**src/rtl/mu0_loader.sv**
```systemverilog
// -----------------------------------------------------------------------------
// mu0_loader
//
// Program loader for the MU0 core. It takes a byte stream over a valid/ready
// handshake, assembles big-endian 16-bit words and writes them into the core's
// word memory starting at address 0. The core is held in reset until the whole
// image has been written and its 8-bit checksum has matched.
//
// Stream: LEN_HI, LEN_LO (word count N), N x {HI, LO}, CHK.
// CHK is the mod-256 sum of every byte before it, length bytes included.
//
// Ports:
//   clk        system clock, rising edge
//   reset      asynchronous active-low reset
//   start      one-cycle pulse, begins or restarts a load
//   in_valid   in_data carries a valid byte
//   in_data    stream byte
//   in_ready   loader accepts a byte this cycle (registered)
//   mem_we     one-cycle memory write strobe
//   mem_addr   word address of the write
//   mem_wdata  word written
//   cpu_reset  active-high hold for the MU0 core
//   done       image loaded and verified
//   error      load failed (length too large or checksum mismatch)
// -----------------------------------------------------------------------------
module mu0_loader #(
    parameter int MAXWIDTH = 16,
    parameter int MAXDEPTH = 12
) (
    input  logic                clk,
    input  logic                reset,
    input  logic                start,
    input  logic                in_valid,
    input  logic [7:0]          in_data,
    output logic                in_ready,
    output logic                mem_we,
    output logic [MAXDEPTH-1:0] mem_addr,
    output logic [MAXWIDTH-1:0] mem_wdata,
    output logic                cpu_reset,
    output logic                done,
    output logic                error
);

    localparam logic [2:0] S_IDLE    = 3'd0;
    localparam logic [2:0] S_LEN_HI  = 3'd1;
    localparam logic [2:0] S_LEN_LO  = 3'd2;
    localparam logic [2:0] S_DATA_HI = 3'd3;
    localparam logic [2:0] S_DATA_LO = 3'd4;
    localparam logic [2:0] S_CHK     = 3'd5;
    localparam logic [2:0] S_DONE    = 3'd6;
    localparam logic [2:0] S_ERROR   = 3'd7;

    // Largest legal word count is 2^MAXDEPTH, which needs one bit more than
    // the address, so the comparison is done in 32 bits.
    localparam logic [31:0] MAX_WORDS = 32'd1 << MAXDEPTH;

    logic [2:0]          state_q,     state_d;
    logic [15:0]         len_q,       len_d;
    logic [MAXDEPTH-1:0] idx_q,       idx_d;
    logic [7:0]          sum_q,       sum_d;
    logic [7:0]          hi_q,        hi_d;
    logic                in_ready_q,  in_ready_d;
    logic                mem_we_q,    mem_we_d;
    logic [MAXDEPTH-1:0] mem_addr_q,  mem_addr_d;
    logic [MAXWIDTH-1:0] mem_wdata_q, mem_wdata_d;
    logic                cpu_reset_q, cpu_reset_d;
    logic                done_q,      done_d;
    logic                error_q,     error_d;

    logic        accept;
    logic [15:0] n_full;
    logic        last_word;

    assign accept    = in_valid & in_ready_q;
    assign n_full    = {len_q[15:8], in_data};
    // Index is not advanced on the final word, so for N = 2^MAXDEPTH it
    // stays at all ones instead of wrapping.
    assign last_word = ((32'(idx_q) + 32'd1) == 32'(len_q));

    always_comb begin
        state_d     = state_q;
        len_d       = len_q;
        idx_d       = idx_q;
        sum_d       = sum_q;
        hi_d        = hi_q;
        mem_we_d    = 1'b0;
        mem_addr_d  = mem_addr_q;
        mem_wdata_d = mem_wdata_q;

        // start wins over any byte handshaken in the same cycle; that byte
        // is dropped. Memory contents already written are left alone.
        if (start) begin
            state_d = S_LEN_HI;
            len_d   = '0;
            idx_d   = '0;
            sum_d   = '0;
        end else begin
            case (state_q)
                S_LEN_HI: begin
                    if (accept) begin
                        len_d[15:8] = in_data;
                        sum_d       = sum_q + in_data;
                        state_d     = S_LEN_LO;
                    end
                end
                S_LEN_LO: begin
                    if (accept) begin
                        len_d = n_full;
                        sum_d = sum_q + in_data;
                        if (32'(n_full) > MAX_WORDS) begin
                            state_d = S_ERROR;
                        end else if (n_full == 16'd0) begin
                            state_d = S_CHK;
                        end else begin
                            state_d = S_DATA_HI;
                        end
                    end
                end
                S_DATA_HI: begin
                    if (accept) begin
                        hi_d    = in_data;
                        sum_d   = sum_q + in_data;
                        state_d = S_DATA_LO;
                    end
                end
                S_DATA_LO: begin
                    if (accept) begin
                        mem_we_d    = 1'b1;
                        mem_addr_d  = idx_q;
                        mem_wdata_d = MAXWIDTH'({hi_q, in_data});
                        sum_d       = sum_q + in_data;
                        if (last_word) begin
                            state_d = S_CHK;
                        end else begin
                            idx_d   = idx_q + 1'b1;
                            state_d = S_DATA_HI;
                        end
                    end
                end
                S_CHK: begin
                    // The checksum byte itself is compared, never accumulated.
                    if (accept) begin
                        state_d = (in_data == sum_q) ? S_DONE : S_ERROR;
                    end
                end
                S_IDLE, S_DONE, S_ERROR: begin
                    state_d = state_q;
                end
                default: begin
                    state_d = S_IDLE;
                end
            endcase
        end

        // Status outputs are registered decodes of the next state so they
        // change together with the state register.
        in_ready_d  = (state_d == S_LEN_HI)  || (state_d == S_LEN_LO) ||
                      (state_d == S_DATA_HI) || (state_d == S_DATA_LO) ||
                      (state_d == S_CHK);
        cpu_reset_d = (state_d != S_DONE);
        done_d      = (state_d == S_DONE);
        error_d     = (state_d == S_ERROR);
    end

    always_ff @(posedge clk or negedge reset) begin
        if (!reset) begin
            state_q     <= S_IDLE;
            len_q       <= '0;
            idx_q       <= '0;
            sum_q       <= '0;
            hi_q        <= '0;
            in_ready_q  <= 1'b0;
            mem_we_q    <= 1'b0;
            mem_addr_q  <= '0;
            mem_wdata_q <= '0;
            cpu_reset_q <= 1'b1;
            done_q      <= 1'b0;
            error_q     <= 1'b0;
        end else begin
            state_q     <= state_d;
            len_q       <= len_d;
            idx_q       <= idx_d;
            sum_q       <= sum_d;
            hi_q        <= hi_d;
            in_ready_q  <= in_ready_d;
            mem_we_q    <= mem_we_d;
            mem_addr_q  <= mem_addr_d;
            mem_wdata_q <= mem_wdata_d;
            cpu_reset_q <= cpu_reset_d;
            done_q      <= done_d;
            error_q     <= error_d;
        end
    end

    assign in_ready  = in_ready_q;
    assign mem_we    = mem_we_q;
    assign mem_addr  = mem_addr_q;
    assign mem_wdata = mem_wdata_q;
    assign cpu_reset = cpu_reset_q;
    assign done      = done_q;
    assign error     = error_q;

endmodule

```
**config.mk**
```make
export PLATFORM = sky130hd
export DESIGN_NAME = mu0_loader
export DESIGN_NICKNAME = d
export VERILOG_FILES = /design/src/rtl/mu0_loader.sv
export SDC_FILE = /design/constraint.sdc
export NUM_CORES = 1
export LEC_CHECK = 0
export CAP_MARGIN = 20
export CORE_ASPECT_RATIO = 1.4
export CORE_MARGIN = 4
export CORE_UTILIZATION = 56
export CTS_CLUSTER_SIZE = 10
export DETAILED_ROUTE_END_ITERATION = 16
export GPL_TIMING_DRIVEN = 0
export HOLD_SLACK_MARGIN = 0.08
export PLACE_DENSITY_LB_ADDON = 0.1
export SKIP_LAST_GASP = 1
export SLEW_MARGIN = 5
export SYNTH_ARGS = -nofsm -noshare
export SYNTH_HDL_FRONTEND = slang
export SYNTH_SLANG_ARGS = --single-unit
```
**constraint.sdc**
```tcl
create_clock -name clk -period 3.9 [get_ports clk]
set_input_delay 0.39 -clock clk [delete_from_list [all_inputs] [get_ports clk]]
set_output_delay 0.39 -clock clk [all_outputs]
set_load 0.02 [all_outputs]
```
# Word level (Yosys, flattened, before mapping)
# Cells that the tools add are included.
dict set report totals {
  reg_bits 80
  output_inout_bits 33
  wordCells 83
}
dict set report classes {
  addsub 3
  n_lt_le_gt_ge 1
  n_eq_ne 19
  n_mux 26
  n_bitwise 2
  reduce_logical 19
}
# operator n
set ops {}
lappend ops {{2-to-1 mux 12 bit} 4}
lappend ops {{2-to-1 mux 8 bit} 6}
lappend ops {{2-to-1 mux 3 bit} 9}
lappend ops {{== test 3 bit (second input constant)} 8}
lappend ops {{one-hot mux 3 bit (6 select lines)} 1}
lappend ops {{== test 13 x 16 -> 1 bit} 1}
lappend ops {{> comparator 16 x 13 -> 1 bit (second input constant)} 1}
lappend ops {{zero test 16 bit} 1}
lappend ops {{2-to-1 mux 16 bit} 1}
lappend ops {{one-hot mux 8 bit (2 select lines)} 1}
lappend ops {{adder 12 x 1 -> 13 bit (second input constant)} 1}
lappend ops {{adder 12 x 1 -> 12 bit (second input constant)} 1}
lappend ops {{== test 3 x 2 -> 1 bit (second input constant)} 4}
lappend ops {{AND reduction 3 bit} 4}
lappend ops {{nonzero test 2 bit} 5}
lappend ops {{adder 8 bit} 1}
lappend ops {{== test 8 bit} 1}
lappend ops {{== test 3 x 1 -> 1 bit (second input constant)} 2}
lappend ops {{logical OR 1 bit} 4}
lappend ops {{2-to-1 mux 1 bit} 4}
lappend ops {{!= test 2 bit (second input constant)} 2}
lappend ops {{AND reduction 2 bit} 2}
lappend ops {{OR reduction 4 bit} 1}
lappend ops {{zero test 3 bit} 1}
lappend ops {{other kinds (4)} 4}

# Depth between registers and ports, before layout
dict set report depth {
  depth_word 11
  mapped_depth 11
}

# Worst setup path after synthesis
# OpenSTA, ideal clock, no wires.
dict set report synth_path {
  path_type {flip-flop to flip-flop}
  start {register idx_q[0]}
  end {register idx_q[5]}
  setup_time_ns 0.125
  arrival_ns 2.617
  t_required_ns 3.775
  path_slack_ns 1.158
  path_stages_with_launch 11
  period_less_slack_ns 2.742
  path_cell_list {dfrtp_1 -> ha_1 -> nand3_2 -> or3_1 -> buf_2 -> a2111oi_1 -> o22ai_1 -> nor4_2 -> buf_4 -> nor4_1 -> mux2_4}
}
dict set report synth_via {
  elab_chain_cells 5
  elab_cells_between_ends 9
}
# element line_no
set synth_lines {}
lappend synth_lines {{start, declared} 59} ;# logic [MAXDEPTH-1:0] idx_q, idx_d;
lappend synth_lines {{start signal, assigned} 182} ;# idx_q <= idx_d;
lappend synth_lines {{parallel branches: the longest is 5 deep, another holds adder 12 x 1 -> 13 bit} --}
# Several ways; the timed one is not identified. The select of a mux whose other input is x is not followed.
# A chain may end at the register's enable or synchronous reset.

# Worst setup path after layout
dict set report layout_path {
  start {register idx_q[0]}
  end {register state_q[1]}
}
dict set report layout_via {
  elab_chain_cells 6
}
# element line_no
set layout_lines {}
lappend layout_lines {{adder 12 x 1 -> 13 bit} 78} ;# assign last_word = ((32'(idx_q) + 32'd1) == 32'(len_q));
lappend layout_lines {{== test 13 x 16 -> 1 bit} 78}
lappend layout_lines {{2-to-1 mux 3 bit} 132} ;# if (last_word) begin
lappend layout_lines {{2-to-1 mux 3 bit} 127} ;# if (accept) begin
lappend layout_lines {{one-hot mux 3 bit (6 select lines)} 98} ;# case (state_q)
lappend layout_lines {{2-to-1 mux 3 bit} 92} ;# if (start) begin
lappend layout_lines {{via state_d[1]} 57} ;# logic [2:0] state_q, state_d;
lappend layout_lines {{end signal, assigned} 180} ;# state_q <= state_d;
lappend layout_lines {{end, declared} 57}
# The timed path passes the listed nets, and every way through them passes these cells.

==> impl_metrics.csv <==
group,metric,value,unit
status,outcome,"finished clean",
yosys,synth_area,4090,um^2
yosys,async_reset_ff_frac,1.00,
power,p_switching,0.930,mW
floorplanning,die_w,80.3,um
critical_path,critPathLaunchType,"flip-flop",
detailed_routing,vias_per_cell,5.58,
placement,gp_congestion,0.890,
critical_path,crit_path_max_fanout,10,
floorplanning,start_util,0.583,
yosys,netlist_top_cells_area,"dfrtp_1, nand2_1, xnor2_1",
placement,dp_slack,0.714,ns
timing,finalCritPeriodShare,0.822,
final_layout,fin_nets,521,
timing,max_slew_margin,0.554,
global_route,grt_max_degree,56,
critical_path,slowest_stage,"nor4_2",
yosys,ys.flop_type,"dfrtp_1",
yosys,synth_area_per_cell,9.24,um^2
detailed_routing,dr.pass1.iters,4,
detailed_routing,vias,3347,
critical_path,crit_arrival,3.47,ns
floorplanning,io_pins,45,
yosys,netlist.area_leader.share,0.483,
clocking,clkTransAtPathRegs,0.09,ns
final_layout,drive_gt1_frac,0.0911,
detailed_routing,drc,0,
timing,setup_tns,0,ns
yosys,yosys-top-cells-count,"nand2_1, dfrtp_1, nor2_1, a21oi_1, clkbuf_1",
timing,fin_crit,3.21,ns
floorplanning,die_h,109,um
placement,portBuffers,42,
critical_path,ff2ff_setup_slack,0.69,ns
final_layout,fill_cells,605,
timing,fin_ws,0.694,ns
timing,final_max_slew_viol_count,0,
global_route,grt_pass1_wl,16.1,mm
final_layout,syn_to_final_growth,19.7,%
global_route,grt_overflow,0,
clocking,clockBufferDepth,2,
floorplanning,coreArea,7030,um^2
yosys,ys_seq_elements,80,
power,ir_drop,374,uV
clocking,clockRootBuffer,"clkbuf_8",
critical_path,crit_family,"simple AND/OR/NAND/NOR gates",
timing,setup_viol,0,
floorplanning,num_rows,36,
clocking,cts_buffers,9,
critical_path,path_buf_inv,3,
critical_path,slowest_delay,0.50,ns
clocking,cts_setup_buffers,0,
clocking,cts_tree,"built",
job,drv_cap,0,
power,combPwrFrac,0.339,
clocking,cts_sinks,80,
detailed_routing,drt.antenna.violating_nets,0,
power,p_per_area,541,nW/um^2
yosys,synth_cell_types,50,
power,p_int,1.72,mW
global_route,grt_pass1_vias,3366,
timing,rsz0062_at_grt,"no",
critical_path,path_cells,"ha_1 > nand3_2 > or3_1 > buf_2 > a2111oi_1 > o22ai_1 > nor4_2 > buf_4 > buf_6 > o21ai_1 > and2_1",
global_route,track_usage,0.242,
power,p_clk_frac,0.246,
hold_path,hold_path_class,"primary input to flip-flop",
yosys,yosysTopAreaCell,"dfrtp_1",
timing,fmax,312,MHz
detailed_routing,post_drt_wl_per_cell,16.1,um
detailed_routing,wirelength,9.68,mm
clocking,ctsHtreeMaxLevel,3,
critical_path,crit_type,"flip-flop to flip-flop",
detailed_routing,drt_iter0_markers,177,
power,switching_share,0.351,
critical_path,crit_path_end_kind,"flip-flop",
power,power_leakage,2.21,nW
final_layout,n_antenna_cell,0,
yosys,synth_cells,443,
yosys,synth_most_common_cell,"nand2_1",
yosys,ys_warn_count,0,
floorplanning,die_area,8760,um^2
timing,finClkSkew,0.00631,ns
yosys,synth_edf_count,0,
clocking,clk_latency,0.37,ns
placement,dp.final_hpwl,6.86,mm
yosys,syn_nets,464,
timing,tightest_slew,0.669,ns
yosys,ys_seq_area_frac,0.489,
global_route,antenna_found_initial,0,
power,pwr-share-seq,0.416,
timing,hold_viol_final,0,
critical_path,crit_required,4.16,ns
==> cell usage in the layout (no fill, tap or decap), types with 5 or more instances in the layout <==
master	count
a21oi_1	21
nor2_1	33
or4_1	5
inv_1	10
or3_1	7
o31ai_1	5
clkbuf_1	18
nand3_1	7
xor2_1	5
clkbuf_8	10
nand2b_1	8
ha_1	8
clkdlybuf4s50_1	41
mux2i_1	13
buf_4	5
nor4_1	10
nand2_1	110
dfrtp_1	79
xnor2_1	17
o21ai_0	15
nor2b_1	5
nor3_1	6
mux2_2	9
==> path summary, 6_finish.rpt <==
kind,start,end,depth (start not counted)
worst max register to register,idx_q[0]$_DFFE_PN0P_,state_q[1]$_DFF_PN0_,11
min in group asynchronous,reset,idx_q[7]$_DFFE_PN0P_,2
worst max-delay path,idx_q[0]$_DFFE_PN0P_,state_q[1]$_DFF_PN0_,11
worst min register to register,hi_q[4]$_DFFE_PN0P_,mem_wdata[12]$_DFFE_PN0P_,2
max in group asynchronous,reset,cpu_reset$_DFF_PN1_,3
worst min-delay path,in_data[7],mem_wdata[7]$_DFFE_PN0P_,3
==> cell type report <==
cell class / instances / area (um^2) / share of cell area
plain buffers: 27 / 120 / 0.0245
well taps: 95 / 119 / 0.0243
repair buffers: 46 / 470 / 0.0960
flip-flops and latches: 80 / 2000 / 0.409
clock buffers: 10 / 138 / 0.0281
inverters: 10 / 37.5 / 0.00766
clock inverters: 6 / 73.8 / 0.0151
multi-input cells: 326 / 1940 / 0.396
==> stage by stage <==
| step | instances | power, mW | utilization | hold slack [ns] | cell area, um^2 |
|---|---|---|---|---|---|
| floorplan | 443 | 1.70 | - | 0.0944 | 4090 |
| global placement | 580 | 1.97 | 0.659 | 0.447 | 4630 |
| detailed placement | 583 | 2.01 | 0.666 | 0.327 | 4680 |
| CTS | 600 | 2.67 | 0.697 | 0.408 | 4900 |
| global route | 600 | 2.81 | 0.697 | 0.451 | 4900 |
| finish | 600 | 2.65 | 0.697 | 0.417 | 4900 |
==> cells by family after synthesis <==
kind of cell	after synthesis	synth area share
fa+ha+maj	9	0.0293
flops	80	0.489
simple gates	204	0.229
mux	26	0.0694
buf+inv	37	0.0385
xor+xnor	22	0.0471
compound gates	65	0.0975
==> sequential cells by signal, indices dropped and copies added, names as in the netlist <==
register   flops
mem_we         1
len_q         16
mem_addr      12
sum_q          8
hi_q           8
idx_q         12
done           1
mem_wdata     16
error          1
cpu_reset      1
in_ready       1
state_q        3
==> what timing repair did <==
| item | in CTS | in global routing |
|---|---|---|
| hold endpoints to repair | 25 | 0 |
| gates resized for setup | 0 | 0 |
| hold buffers | 1 | 0 |
==> power groups by stage <==
stage	sequential [mW]	combinational (mW)	clock, mW
detailed placement	1.12	0.896	0
global placement	1.11	0.855	0
global route	1.12	0.998	0.692
finish	1.10	0.898	0.651
CTS	1.10	0.901	0.670
floorplan	1.18	0.517	0
==> worst reg2reg max path, cell delays in order (launching register included) <==
cell	delay, ns
dfrtp_1	0.47
ha_1	0.27
nand3_2	0.15
or3_1	0.39
buf_2	0.16
a2111oi_1	0.35
o22ai_1	0.14
nor4_2	0.50
buf_4	0.27
buf_6	0.17
o21ai_1	0.07
and2_1	0.17
==> metal layers <==
metal	vias to the layer above	wire, um	GRT usage
met1	1618	4060	0.295
met3	29	313	0.0438
met4	0	365	0.126
met5	-	0	0
met2	79	4940	0.408
li1	1621	-	-
Power figures use the tool's default switching activity.
